--- config.mk ---
export PLATFORM = sky130hd
export DESIGN_NAME = vga_bars_sequencer_flat
export DESIGN_NICKNAME = d
export VERILOG_FILES = /design/src/rtl/vga_bars_sequencer_if.sv /design/src/rtl/vga_bars_sequencer.sv /design/src/flat_wrapper.sv
export SDC_FILE = /design/constraint.sdc
export NUM_CORES = 1
export LEC_CHECK = 0
export BUFFER_PORTS_ARGS = -buffer_cell sky130_fd_sc_hd__buf_2
export CAP_MARGIN = 15
export CORE_UTILIZATION = 40
export CTS_CLUSTER_SIZE = 30
export DETAILED_ROUTE_END_ITERATION = 10
export SYNTH_ARGS = -nofsm -noshare
export SYNTH_HDL_FRONTEND = slang
export SYNTH_SLANG_ARGS = --single-unit
export TNS_END_PERCENT = 5
--- constraint.sdc ---
create_clock -name i_Clk -period 3.9 [get_ports i_Clk]
set_input_delay 0.39 -clock i_Clk [delete_from_list [all_inputs] [get_ports i_Clk]]
set_output_delay 0.39 -clock i_Clk [all_outputs]
set_load 0.01 [all_outputs]
--- src/rtl/vga_bars_sequencer_if.sv ---
// ---------------------------------------------------------------------------
// vga_bars_sequencer_if
// Purpose : read port between the bars sequencer and the shared sine-table ROM.
// Signals : RomReq  - read request, held until ack (or timeout)
//           RomAddr - table address, stable while RomReq is high
//           RomAck  - ROM acknowledge, RomData valid in the same cycle
//           RomData - signed sine sample
// Modports: master (sequencer side), slave (ROM side)
// ---------------------------------------------------------------------------
interface vga_bars_sequencer_if #(
    parameter int unsigned ADDR_W = 7,
    parameter int unsigned DATA_W = 9
);
    logic                     RomReq;
    logic [ADDR_W-1:0]        RomAddr;
    logic                     RomAck;
    logic signed [DATA_W-1:0] RomData;

    modport master (output RomReq, output RomAddr, input RomAck, input RomData);
    modport slave  (input RomReq, input RomAddr, output RomAck, output RomData);
endinterface

--- src/rtl/vga_bars_sequencer.sv ---
// ---------------------------------------------------------------------------
// vga_bars_sequencer
// Purpose : per-frame controller for the demo-bars split line. On a qualified
//           frame tick it reads one sine sample from the shared ROM, scales it
//           by an arithmetic right shift and registers it onto o_SplitLine.
// Ports   : i_Clk, i_Rst_L (sync, active low)
//           i_NewFrameTick, i_Enable, i_Reverse, i_FramesPerStep,
//           i_PhaseStep, i_AmpShift        - animation controls
//           rom_if (master)                - ROM req/addr/ack/data
//           o_SplitLine, o_SplitValid      - scaled sample and update strobe
//           o_Busy, o_FrameOverrun         - fetch status / tick-while-busy
//           o_Timeout                      - ack timeout pulse
// Option  : `define BARS_TIMEOUT_EN to abort a fetch after TIMEOUT_CYCLES
//           cycles without ack; otherwise FETCH waits forever and
//           o_Timeout is tied low.
// ---------------------------------------------------------------------------
module vga_bars_sequencer #(
    parameter int unsigned TABLE_LEN      = 120,
    parameter int unsigned ADDR_W         = 7,
`ifdef BARS_TIMEOUT_EN
    parameter int unsigned TIMEOUT_CYCLES = 16,
`endif
    parameter int unsigned DATA_W         = 9
) (
    input  logic                     i_Clk,
    input  logic                     i_Rst_L,
    input  logic                     i_NewFrameTick,
    input  logic                     i_Enable,
    input  logic                     i_Reverse,
    input  logic [3:0]               i_FramesPerStep,
    input  logic [3:0]               i_PhaseStep,
    input  logic [1:0]               i_AmpShift,
    vga_bars_sequencer_if.master     rom_if,
    output logic signed [DATA_W-1:0] o_SplitLine,
    output logic                     o_SplitValid,
    output logic                     o_Busy,
    output logic                     o_FrameOverrun,
    output logic                     o_Timeout
);
    typedef enum logic {IDLE = 1'b0, FETCH = 1'b1} state_t;

    localparam logic [ADDR_W:0] LEN = (ADDR_W+1)'(TABLE_LEN);

    state_t                   state_q, state_d;
    logic [ADDR_W-1:0]        index_q, index_d;
    logic [ADDR_W-1:0]        addr_q, addr_d;
    logic [3:0]               fcnt_q, fcnt_d;
    logic [1:0]               shift_q, shift_d;
    logic signed [DATA_W-1:0] split_q, split_d;
    logic                     valid_q, valid_d;
    logic                     ovr_q, ovr_d;

    logic                     qual_tick;
    logic [4:0]               fps_eff;
    logic [ADDR_W:0]          idx_w, step_w, fwd_sum, fwd_next, rev_next;

`ifdef BARS_TIMEOUT_EN
    localparam int unsigned TCW = (TIMEOUT_CYCLES > 1) ? $clog2(TIMEOUT_CYCLES) : 1;
    logic [TCW-1:0] tcnt_q, tcnt_d;
    logic           to_q, to_d;
`endif

    always_comb begin
        qual_tick = i_NewFrameTick & i_Enable;
        fps_eff   = (i_FramesPerStep == 4'd0) ? 5'd1 : {1'b0, i_FramesPerStep};

        // One extra bit of headroom so index+step and index+LEN never overflow;
        // step < TABLE_LEN means a single wrap correction is enough.
        idx_w    = {1'b0, index_q};
        step_w   = (ADDR_W+1)'(i_PhaseStep);
        fwd_sum  = idx_w + step_w;
        fwd_next = (fwd_sum >= LEN) ? fwd_sum - LEN : fwd_sum;
        rev_next = (idx_w < step_w) ? idx_w + LEN - step_w : idx_w - step_w;

        state_d = state_q;
        index_d = index_q;
        addr_d  = addr_q;
        fcnt_d  = fcnt_q;
        shift_d = shift_q;
        split_d = split_q;
        valid_d = 1'b0;
        ovr_d   = 1'b0;
`ifdef BARS_TIMEOUT_EN
        tcnt_d  = '0;
        to_d    = 1'b0;
`endif

        unique case (state_q)
            IDLE: begin
                if (qual_tick) begin
                    if (({1'b0, fcnt_q} + 5'd1) >= fps_eff) begin
                        fcnt_d  = '0;
                        addr_d  = index_q;
                        shift_d = i_AmpShift;
                        state_d = FETCH;
                    end else begin
                        fcnt_d = fcnt_q + 4'd1;
                    end
                end
            end
            FETCH: begin
                if (qual_tick) begin
                    ovr_d = 1'b1;
                end
                if (rom_if.RomAck) begin
                    split_d = $signed(rom_if.RomData) >>> shift_q;
                    valid_d = 1'b1;
                    index_d = ADDR_W'(i_Reverse ? rev_next : fwd_next);
                    state_d = IDLE;
                end
`ifdef BARS_TIMEOUT_EN
                else if (tcnt_q == TCW'(TIMEOUT_CYCLES - 1)) begin
                    to_d    = 1'b1;
                    state_d = IDLE;
                end else begin
                    tcnt_d = tcnt_q + 1'b1;
                end
`endif
            end
            default: state_d = IDLE;
        endcase
    end

    always_ff @(posedge i_Clk) begin
        if (!i_Rst_L) begin
            state_q <= IDLE;
            index_q <= '0;
            addr_q  <= '0;
            fcnt_q  <= '0;
            shift_q <= '0;
            split_q <= '0;
            valid_q <= 1'b0;
            ovr_q   <= 1'b0;
`ifdef BARS_TIMEOUT_EN
            tcnt_q  <= '0;
            to_q    <= 1'b0;
`endif
        end else begin
            state_q <= state_d;
            index_q <= index_d;
            addr_q  <= addr_d;
            fcnt_q  <= fcnt_d;
            shift_q <= shift_d;
            split_q <= split_d;
            valid_q <= valid_d;
            ovr_q   <= ovr_d;
`ifdef BARS_TIMEOUT_EN
            tcnt_q  <= tcnt_d;
            to_q    <= to_d;
`endif
        end
    end

    assign rom_if.RomReq   = (state_q == FETCH);
    assign rom_if.RomAddr  = addr_q;
    assign o_SplitLine     = split_q;
    assign o_SplitValid    = valid_q;
    assign o_Busy          = (state_q != IDLE);
    assign o_FrameOverrun  = ovr_q;
`ifdef BARS_TIMEOUT_EN
    assign o_Timeout       = to_q;
`else
    assign o_Timeout       = 1'b0;
`endif
endmodule

--- src/flat_wrapper.sv ---
// flat-port wrapper written by rule: the top's interface ports become plain ports
module vga_bars_sequencer_flat 
#(
    parameter int unsigned TABLE_LEN      = 120,
    parameter int unsigned ADDR_W         = 7,

    parameter int unsigned DATA_W         = 9
)
  (i_Clk, i_Rst_L, i_NewFrameTick, i_Enable, i_Reverse, i_FramesPerStep, i_PhaseStep, i_AmpShift, o_SplitLine, o_SplitValid, o_Busy, o_FrameOverrun, o_Timeout, rom_if_RomReq, rom_if_RomAddr, rom_if_RomAck, rom_if_RomData);
  vga_bars_sequencer_if #(.ADDR_W(ADDR_W), .DATA_W(DATA_W)) rom_if_i ();
  input  logic i_Clk;
  input  logic i_Rst_L;
  input  logic i_NewFrameTick;
  input  logic i_Enable;
  input  logic i_Reverse;
  input  logic [3:0] i_FramesPerStep;
  input  logic [3:0] i_PhaseStep;
  input  logic [1:0] i_AmpShift;
  output logic signed [DATA_W-1:0] o_SplitLine;
  output logic o_SplitValid;
  output logic o_Busy;
  output logic o_FrameOverrun;
  output logic o_Timeout;
  output wire logic [$bits(rom_if_i.RomReq)-1:0] rom_if_RomReq;
  output wire logic [$bits(rom_if_i.RomAddr)-1:0] rom_if_RomAddr;
  input wire logic [$bits(rom_if_i.RomAck)-1:0] rom_if_RomAck;
  input wire logic [$bits(rom_if_i.RomData)-1:0] rom_if_RomData;
  assign rom_if_RomReq = rom_if_i.RomReq;
  assign rom_if_RomAddr = rom_if_i.RomAddr;
  assign rom_if_i.RomAck = rom_if_RomAck;
  assign rom_if_i.RomData = rom_if_RomData;
  vga_bars_sequencer #(.TABLE_LEN(TABLE_LEN), .ADDR_W(ADDR_W), .DATA_W(DATA_W)) u_core (.i_Clk(i_Clk), .i_Rst_L(i_Rst_L), .i_NewFrameTick(i_NewFrameTick), .i_Enable(i_Enable), .i_Reverse(i_Reverse), .i_FramesPerStep(i_FramesPerStep), .i_PhaseStep(i_PhaseStep), .i_AmpShift(i_AmpShift), .rom_if(rom_if_i), .o_SplitLine(o_SplitLine), .o_SplitValid(o_SplitValid), .o_Busy(o_Busy), .o_FrameOverrun(o_FrameOverrun), .o_Timeout(o_Timeout));
endmodule
After elaboration in Yosys (flattened, before gate mapping):

Cells that the tools add are included.

* reduce and logical (&&, ||, !) cells: 5
* add/sub/neg operators: 7
* order comparisons: 3
* mux-type cells: 11
* bitwise operators: 2
* shifts and indexed selects: 1

Operators with widths (number)
* 7-bit 2-to-1 mux: 3
* 7-bit by 4-bit subtractor with 7-bit output: 2
* 9-bit by 2-bit >>> shifter with 9-bit output: 1
* 7-bit by 4-bit adder with 8-bit output: 1
* 8-bit by 7-bit greater-or-equal comparator with 1-bit output, second input constant: 1
* 4-bit 2-to-1 mux: 2
* 7-bit adder, second input constant: 1
* 7-bit by 4-bit < comparator with 1-bit output: 1
* 7-bit subtractor, second input constant: 1
* 2-bit AND reduction: 3
* 4-bit by 1-bit adder with 5-bit output, second input constant: 1
* 5-bit greater-or-equal comparator: 1
* 1-bit 2-to-1 mux: 5
* 4-bit by 1-bit adder with 4-bit output, second input constant: 1
* 4-bit zero test: 1
* 3-bit AND reduction: 1
* 1-bit one-hot mux with 2 select lines: 1
* 1-bit bitwise AND: 1
* 1-bit NOT: 1

* output and inout bits: 21
* flip-flop bits (word level): 32
* input port bits: 25

Depth between registers and ports, before layout:

Gate-level depths: netlist of the first run.

* word-level depth: 6
* mapped depth: 12
* gate-level depth less buffers: 12

Least setup slack after synthesis of the first run:

OpenSTA, ideal clock, no wires.

* path type: input port to flip-flop
* start point: in i_PhaseStep[0]
* end point: reg u_core.index_q[5]
* data arrival time: 2287 ps
* setup time: 74 ps
* path slack: 1539 ps
* stages on the path: 12
* data required time: 3826 ps
* cell sequence: ha_1 inv_1 fa_1 o21bai_1 a21oi_2 xor2_1 inv_1 ha_1 nand3_1 nor2_1 a221o_1 a31oi_1

* word-level cells in the longest chain between the ends: 4

RTL lines
* from (decl): line flat_wrapper.sv:17 `input logic [3:0] i_PhaseStep;`
* 7-bit by 4-bit adder with 8-bit output: line vga_bars_sequencer.sv:71 `fwd_sum = idx_w + step_w;`
* 7-bit subtractor / 8-bit by 7-bit greater-or-equal comparator with 1-bit output (equally long branches): line vga_bars_sequencer.sv:72 `fwd_next = (fwd_sum >= LEN) ? fwd_sum - LEN : fwd_sum;`
* 7-bit 2-to-1 mux: line vga_bars_sequencer.sv:72
* 7-bit 2-to-1 mux (*): line vga_bars_sequencer.sv:108 `index_d = ADDR_W'(i_Reverse ? rev_next : fwd_next);`
* to (signal assigned): line vga_bars_sequencer.sv:140 `index_q <= index_d;`
* to (decl): line vga_bars_sequencer.sv:45 `logic [ADDR_W-1:0] index_q, index_d;`

Every way passes the cells marked *; elsewhere a longest branch is shown, timed or not.
A chain may end at the register's enable or synchronous reset.

Worst setup path in the final report of the first run:

* start point: reg u_core.index_q[0]
* end point: reg u_core.index_q[4]

* word-level cells in the longest chain between the ends: 4

RTL lines (line)
* 7-bit by 4-bit adder with 8-bit output / 7-bit adder (equally long branches): vga_bars_sequencer.sv:71, vga_bars_sequencer.sv:73
* 7-bit subtractor, or another cell as far along: vga_bars_sequencer.sv:72
* 7-bit 2-to-1 mux, on equally long branches: vga_bars_sequencer.sv:72, vga_bars_sequencer.sv:73
* 7-bit 2-to-1 mux (*): vga_bars_sequencer.sv:108

Marks and branches as above.

==> results.cfg, run 1 <==
[status]
status = finished, final reports clean

[global_routing]
grt_pass1_wl_um = 8431
antenna_found_initial = 0
grt_use_total_pct = 17.66
grt.overflow.total = 0
grt_pass1_vias = 1813
grt_max_degree = 26

[cells_and_area]
mostFrequentLayoutCells = buf_2 (44), dfxtp_1 (32), nor2_1 (31)
final_common_cell = buf_2
layout-drive-gt1-share_pct = 21.82
fin_nets = 355
diodes = 0
syn_to_final_growth_pct = 14.01

[drt]
detail_route.wl_per_cell_um = 13.40
viasPerCell = 5.142
postRouteWirelength_um = 5078
dr.pass1.iters = 4
met1_length_um = 2455
vias = 1949
dr_wl_met2_um = 2371
routed-wl-met3_um = 182
drt_iter0_drc = 133
top_layer = met4
drc_errors = 0
antenna_left = 0

[timing]
setup-tns-final_ps = 0
relSlewSlack_pct = 46.85
max_freq_ghz = 0.3809
skew_ps = 8.816
drv_slew = 0
worst_slew_pin_slew_ps = 797.3
rsz0062_at_grt = no
fin_crit_ps = 2625
setup_violations = 0
hold_viol_final = 0
period_share_pct = 67.32

[synthesis]
syn_nets = 320
synth_area_sq_um = 2305
synthFlopType = dfxtp_1
synth_edf_count = 0
synth_cell_type_count = 50
synth.yosys.warnings = 0
async_reset_ff_share_pct = 0
ys_seq_area_share_pct = 27.80
synthCells = 271
syn_avg_cell_area_sq_um = 8.504
ys_ff_latch = 32

[die]
die_x_um = 77.91
start_util_pct = 41.60
die_area_sq_um = 6069
fp.dieH_um = 77.91
ios = 46
coreArea_sq_um = 5540
fp-row-count = 27

[setup_path]
critPathMaxStageDelay_ps = 420
critPathCaptureType = flop
crit_path_start_kind = flop
path_max_fanout = 5
crit_required_ps = 4090
reg2reg_slack_ps = 1270
critPathArrivalTime_ps = 2820
crit_chain = ha_1 -> inv_1 -> fa_1 -> o21bai_1 -> a21oi_2 -> xor2_1 -> inv_1 -> ha_1 -> mux2i_1 -> a311o_1 -> o211ai_1
crit_type = reg -> reg
cpMaxStageDelayCell = fa_1

[place]
place_hpwl_um = 3834
gp_congestion = 0.8255
place.port_buffers = 44

[clocking]
cts-resized-gates = 0
htreeDepth = 2
path_clk_slew_ps = 70
clockRootBuffer = clkbuf_8
cts_hold_buf = 0
cts.sinks = 32
numCtsBuffers = 5
insertion_delay_ps = 270
clk_path_buf_depth = 2
cts_tree = yes
post-cts-setup-buffer-count = 0

[pwr]
cellPowerDensity_nw_per_um2 = 269.8
ir_drop_v = 0.0001951
power.leakage_uw = 0.001181
power_uw = 708.9

[worst_hold_path]
hold_class = in -> reg

[job]
max_cap_violations = 0
## area by class of cell
class / instances / area (sq um)
fillers: 569 / 2913
well taps: 72 / 90.09
clock buffers: 8 / 90.09
flip-flops and latches: 32 / 640.6
repair buffers: 45 / 227.7
multi-input cells: 199 / 1493
inverters: 23 / 86.33
## layer usage
| layer | global-route usage (%) | up-vias |
|---|---|---|
| met5 | 0 | - |
| met4 | 4.630 | 0 |
| met3 | 4.000 | 6 |
| met2 | 28.50 | 39 |
| met1 | 23.71 | 904 |
| li1 | - | 1000 |
## critical path, delay by kind of cell, from the launching register on
family          cells  cell delay, ps
compound gates      4             770
fa+ha+maj           3             920
xor+xnor            1             250
flops               1             400
mux                 1              80
buf+inv             2             120
## power by group
part | total, uW | switching (uW) | internal [uW]
clock network | 260 | 116 | 144
logic | 108 | 59.6 | 48.5
registers | 341 | 9.06 | 332
total | 709 | 185 | 524
## stage by stage
stage,util (%),cells,hold WS (ps),setup WS [ps],area (sq um)
after floorplan,-,271,476.1,1539,2305
after global placement,45.80,371,437.4,1197,2537
after detailed placement,45.80,371,443.0,1196,2537
after CTS,47.43,379,343.3,1261,2628
after global routing,47.43,379,361.2,1023,2628
final,47.43,379,344.0,1275,2628
## logic make-up (layout without fill, tap and decap cells)
kind of cell | count (synthesis) | count (layout) | share of synthesized area, %
AOI/OAI and AO/OA | 58 | 58 | 17.05
xor gates and xnor gates | 13 | 13 | 5.266
adders and majority gates | 24 | 24 | 14.66
buffers and inverters | 40 | 76 | 7.438
DFF | 32 | 32 | 27.80
muxes | 22 | 22 | 11.83
other | 1 | 1 | 0.1627
and+or+nand+nor | 81 | 81 | 15.80
## Yosys cell counts, drive strengths merged, types with 2 or more instances
cell / count / share of area [%]
mux4: 4 / 3.9
a31o: 2 / 0.76
o21ai: 10 / 2.2
nor2b: 3 / 0.81
mux2i: 16 / 6.9
a21oi: 18 / 4.4
ha: 19 / 10
o311ai: 2 / 0.76
o211ai: 5 / 1.8
nand2b: 5 / 1.4
or3: 2 / 0.54
buf: 7 / 2.1
fa: 5 / 4.3
mux2: 2 / 0.98
xor2: 7 / 2.7
clkbuf: 10 / 1.6
inv: 23 / 3.7
nor2: 31 / 5.0
and2: 2 / 0.54
a211oi: 3 / 0.98
dfxtp: 32 / 28
a31oi: 5 / 1.4
nand2: 26 / 4.2
nor3: 3 / 0.65
o31ai: 2 / 0.65
xnor2: 6 / 2.6
nand3: 5 / 1.1
## sequential cells by signal, indices dropped and copies added, names as in the netlist
| signal | flops |
|---|---|
| u_core.shift_q | 2 |
| u_core.o_SplitValid | 1 |
| u_core.rom_if.RomAddr | 7 |
| u_core.index_q | 7 |
| u_core.o_SplitLine | 9 |
| u_core.o_FrameOverrun | 1 |
| u_core.fcnt_q | 4 |
| u_core.o_Busy | 1 |
## final timing paths
kind	from	to	depth (start not counted)
min reg2reg	u_core.o_SplitLine[0]	u_core.o_SplitLine[0]	2
max reg2reg	u_core.index_q[0]	u_core.index_q[4]	11
max	u_core.index_q[0]	u_core.index_q[4]	11
min	i_AmpShift[0]	u_core.shift_q[0]	3
Note: power is estimated with default switching activity, not from simulation.
==> run 2: changes to the inputs <==
clock period = 2.6 ns   (was 3.9 ns; I/O delays follow)
==> results.cfg, run 2 (synthesis results as in run 1) <==
[status]
status = finished, final reports clean

[global_routing]
grt_pass1_vias = 1907
antenna_found_initial = 0
grt_use_total_pct = 19.06
grt.overflow.total = 0
grt_pass1_wl_um = 9101
grt_max_degree = 26

[drt]
detail_route.wl_per_cell_um = 14.05
drt_iter0_drc = 85
viasPerCell = 5.198
drc_errors = 0
vias = 2022
dr.pass1.iters = 4
postRouteWirelength_um = 5464
antenna_left = 0

[timing]
hold_viol_final = 0
max_freq_ghz = 0.4049
drv_slew = 0
skew_ps = 4.739
setup_violations = 0
period_share_pct = 94.98
setup-tns-final_ps = 0
relSlewSlack_pct = 57.51
fin_crit_ps = 2469
worst_slew_pin_slew_ps = 632.0
fin_hold_ws_ps = 233.9

[cells_and_area]
diodes = 0
fin_nets = 366
layout-drive-gt1-share_pct = 26.18
final_common_cell = buf_2
largest_register_ffs = 9
syn_to_final_growth_pct = 18.78
mostFrequentLayoutCells = buf_2 (44), nor2_1 (31), dfxtp_1 (31)

[die]
die_area_sq_um = 6069
fp.dieH_um = 77.91
ios = 46
fp-row-count = 27
start_util_pct = 41.60
die_x_um = 77.91
coreArea_sq_um = 5540

[setup_path]
path_buf_inv = 2
cp.depth = 12
rr_worst_depth = 12
cpLargestDelayFamily = compound AO/OA/AOI/OAI gates
critPathCaptureType = flop
crit_path_start_kind = flop
reg2reg_slack_ps = 130
path_max_fanout = 4
critPathMaxStageDelay_ps = 370
crit_chain = ha_4 -> inv_1 -> fa_2 -> o21bai_1 -> a21oi_2 -> xor2_1 -> inv_1 -> ha_2 -> and2_1 -> o21ai_0 -> a221o_1 -> a31oi_1
critPathArrivalTime_ps = 2670
crit_type = reg -> reg
crit_top_cell = inv_1
crit_required_ps = 2800
cpMaxStageDelayCell = dfxtp_4

[clocking]
htreeDepth = 2
path_clk_slew_ps = 70
insertion_delay_ps = 280
clockRootBuffer = clkbuf_8
cts.sinks = 32
cts_tree = yes
clk_path_buf_depth = 2
numCtsBuffers = 5

[place]
place_hpwl_um = 3981
place.port_buffers = 44
gp_congestion = 0.8296

[worst_hold_path]
whs_path_depth = 3
hold_class = in -> reg

[pwr]
ir_drop_v = 0.0003180
power.leakage_uw = 0.001234
cellPowerDensity_nw_per_um2 = 399.9

[job]
max_cap_violations = 0
-- run 2: path summary, 6_finish.rpt --
path,startpoint,to
worst max-delay path,u_core.index_q[0],u_core.index_q[5]
worst min-delay path,i_AmpShift[1],u_core.shift_q[1]
worst max register to register,u_core.index_q[0],u_core.index_q[5]
worst min register to register,u_core.o_SplitLine[2],u_core.o_SplitLine[2]
-- run 2: final cells by class --
type                       instances  area [sq um]
fill                             556          2803
multi-input combinational        199          1510
sequential                        32         644.4
timing repair buffer              56         310.3
clock buffer                       7         96.34
tap                               72         90.09
inverter                          23         86.33
-- run 2: repair_timing --
item / 4_1_cts / 5_1_grt
pin swaps: 1 / 4
hold buffers: 0 / 0
hold endpoints to repair: 0 / 0
resized for setup: 1 / 5
endpoints found under the setup margin: 1 / 2
buffers inserted: 1 / 2
-- run 2: metrics by stage --
step | utilization, % | power, uW | instance area [sq um] | worst slack (ps) | instances
floorplan | - | 636.7 | 2305 | 266.9 | 271
global placement | 46.88 | 689.4 | 2597 | 120.0 | 379
detailed placement | 46.88 | 690.8 | 2597 | 27.21 | 379
CTS | 48.78 | 1107 | 2703 | 37.25 | 387
global route | 49.41 | 1150 | 2738 | -5.720 | 389
finish | 49.41 | 1095 | 2738 | 130.5 | 389
-- run 2: worst register-to-register path, stage by stage (launching register included) --
cell and delay [ps]:
dfxtp_4 370, ha_4 130, inv_1 50, fa_2 370, o21bai_1 200, a21oi_2 130, xor2_1 170, inv_1 110
ha_2 180, and2_1 120, o21ai_0 70, a221o_1 330, a31oi_1 170
-- run 2: per-layer routing --
metal	part of all wire [%]	track usage (%)	wire length, um
met1	48	26.54	2649
met5	0	0	0
met4	0.99	4.815	54
met2	47	30.27	2565
met3	3.6	3.529	195
-- run 2: report_power, final --
| part | total, uW | switching, uW | internal, uW |
|---|---|---|---|
| Combinational | 173 | 93.7 | 79.5 |
| Clock | 411 | 176 | 236 |
| Sequential | 510 | 13.7 | 497 |
| Total | 1090 | 283 | 812 |
==> run 3: changes to the inputs <==
PLACE_DENSITY = 0.63   (was default)
clock period = 2.84 ns   (was 2.6 ns; I/O delays follow)
==> results.cfg, run 3 (synthesis results as in run 1) <==
[status]
status = finished, final reports clean

[pwr]
power.leakage_uw = 0.001190
ir_drop_v = 0.0003123
cellPowerDensity_nw_per_um2 = 361.0

[clocking]
cts-resized-gates = 0
cts.sinks = 32
clk_path_buf_depth = 2
cts_hold_buf = 0
clockRootBuffer = clkbuf_8
path_clk_slew_ps = 70
numCtsBuffers = 5
cts_tree = yes
htreeDepth = 2
insertion_delay_ps = 280
post-cts-setup-buffer-count = 0

[die]
ios = 46
coreArea_sq_um = 5540
fp.dieH_um = 77.91
start_util_pct = 41.60
die_x_um = 77.91
fp-row-count = 27
die_area_sq_um = 6069

[drt]
antenna_left = 0
detail_route.wl_per_cell_um = 12.73
drc_errors = 0
drt_iter0_drc = 171
routed-wl-met3_um = 230
postRouteWirelength_um = 4851
vias = 1940
met1_length_um = 2384
viasPerCell = 5.092
dr_wl_met2_um = 2145
dr.pass1.iters = 4
top_layer = met4

[cells_and_area]
layout-drive-gt1-share_pct = 22.98
final_common_cell = buf_2
fillerInstances = 572
syn_to_final_growth_pct = 14.60
fin_nets = 358
largest_register_ffs = 9
layoutNonFillerInstCount = 381
mostFrequentLayoutCells = buf_2 (44), dfxtp_1 (32), nor2_1 (31)
diodes = 0

[global_routing]
grt_max_degree = 26
grt_pass1_wl_um = 8148
grt.overflow.total = 0
grt_use_total_pct = 16.90
antenna_found_initial = 0
grt_pass1_vias = 1759

[setup_path]
path_buf_inv = 2
path_max_fanout = 5
critPathCaptureType = flop
critPathMaxStageDelay_ps = 410
crit_path_start_kind = flop
crit_type = reg -> reg
cpLargestDelayFamily = adder cells
crit_required_ps = 3000
critPathArrivalTime_ps = 2710
cpMaxStageDelayCell = fa_1
crit_chain = ha_1 -> inv_1 -> fa_1 -> o21bai_1 -> a21oi_2 -> xor2_1 -> inv_1 -> ha_1 -> and2_1 -> o21ai_0 -> a221o_1 -> a31oi_1

[place]
placedCellCount = 374
place_hpwl_um = 3620
gp_congestion = 0.8426
place.port_buffers = 44

[timing]
fin_crit_ps = 2557
max_freq_ghz = 0.3911
period_share_pct = 90.03
skew_ps = 7.484
relSlewSlack_pct = 58.13
setup_violations = 0
rsz0062_at_grt = no
hold_viol_final = 0
worst_slew_pin_slew_ps = 622.8
drv_slew = 0
setup-tns-final_ps = 0

[job]
max_cap_violations = 0

[worst_hold_path]
hold_class = in -> reg
## run 3: final cells by class
| type | instances | area, sq um | share of cell area (%) |
|---|---|---|---|
| well taps | 72 | 90.09 | 3.411 |
| multi-input cells | 199 | 1493 | 56.51 |
| repair buffers | 48 | 250.2 | 9.474 |
| clock buffers | 5 | 68.82 | 2.605 |
| flip-flops and latches | 32 | 640.6 | 24.25 |
| clock inverters | 2 | 12.51 | 0.4737 |
| inverters | 23 | 86.33 | 3.269 |
## run 3: path summary, 6_finish.rpt
| check | from | to | slack (ps) | cells past startpoint |
|---|---|---|---|---|
| max | u_core.index_q[0] | u_core.index_q[5] | 280 | 12 |
| min | i_AmpShift[1] | u_core.shift_q[1] | 240 | 3 |
| max reg2reg | u_core.index_q[0] | u_core.index_q[5] | 280 | 12 |
| min reg2reg | u_core.o_SplitLine[2] | u_core.o_SplitLine[2] | 450 | 2 |
## run 3: power breakdown
part           leakage (uW)  total (uW)  switching [uW]  internal, uW
logic              0.000892         149            80.9          67.7
clock network     0.0000400         338             172           166
registers          0.000258         467            11.9           455
## run 3: metal layers
layer | track usage [%] | vias up
met5 | 0 | -
met4 | 5.556 | 0
met3 | 4.118 | 11
met2 | 26.46 | 43
met1 | 22.74 | 883
li1 | - | 1003
## run 3: worst min-delay path: stages
cell     delay [ps]
buf_2            80
mux2i_1          50
nor2_1           70
## run 3: metrics by stage
stage               worst slack (ps)  power, uW  utilization [%]  hold WS (ps)  instance area, sq um
floorplan                      506.9      582.9                -         406.7                  2305
global placement               336.7      625.1            46.21         440.7                  2560
detailed placement             289.8      626.2            46.21         442.6                  2560
CTS                            294.1      964.3            47.67         235.7                  2641
global route                   77.10       1002            47.67         227.5                  2641
finish                         283.2      953.4            47.67         237.6                  2641
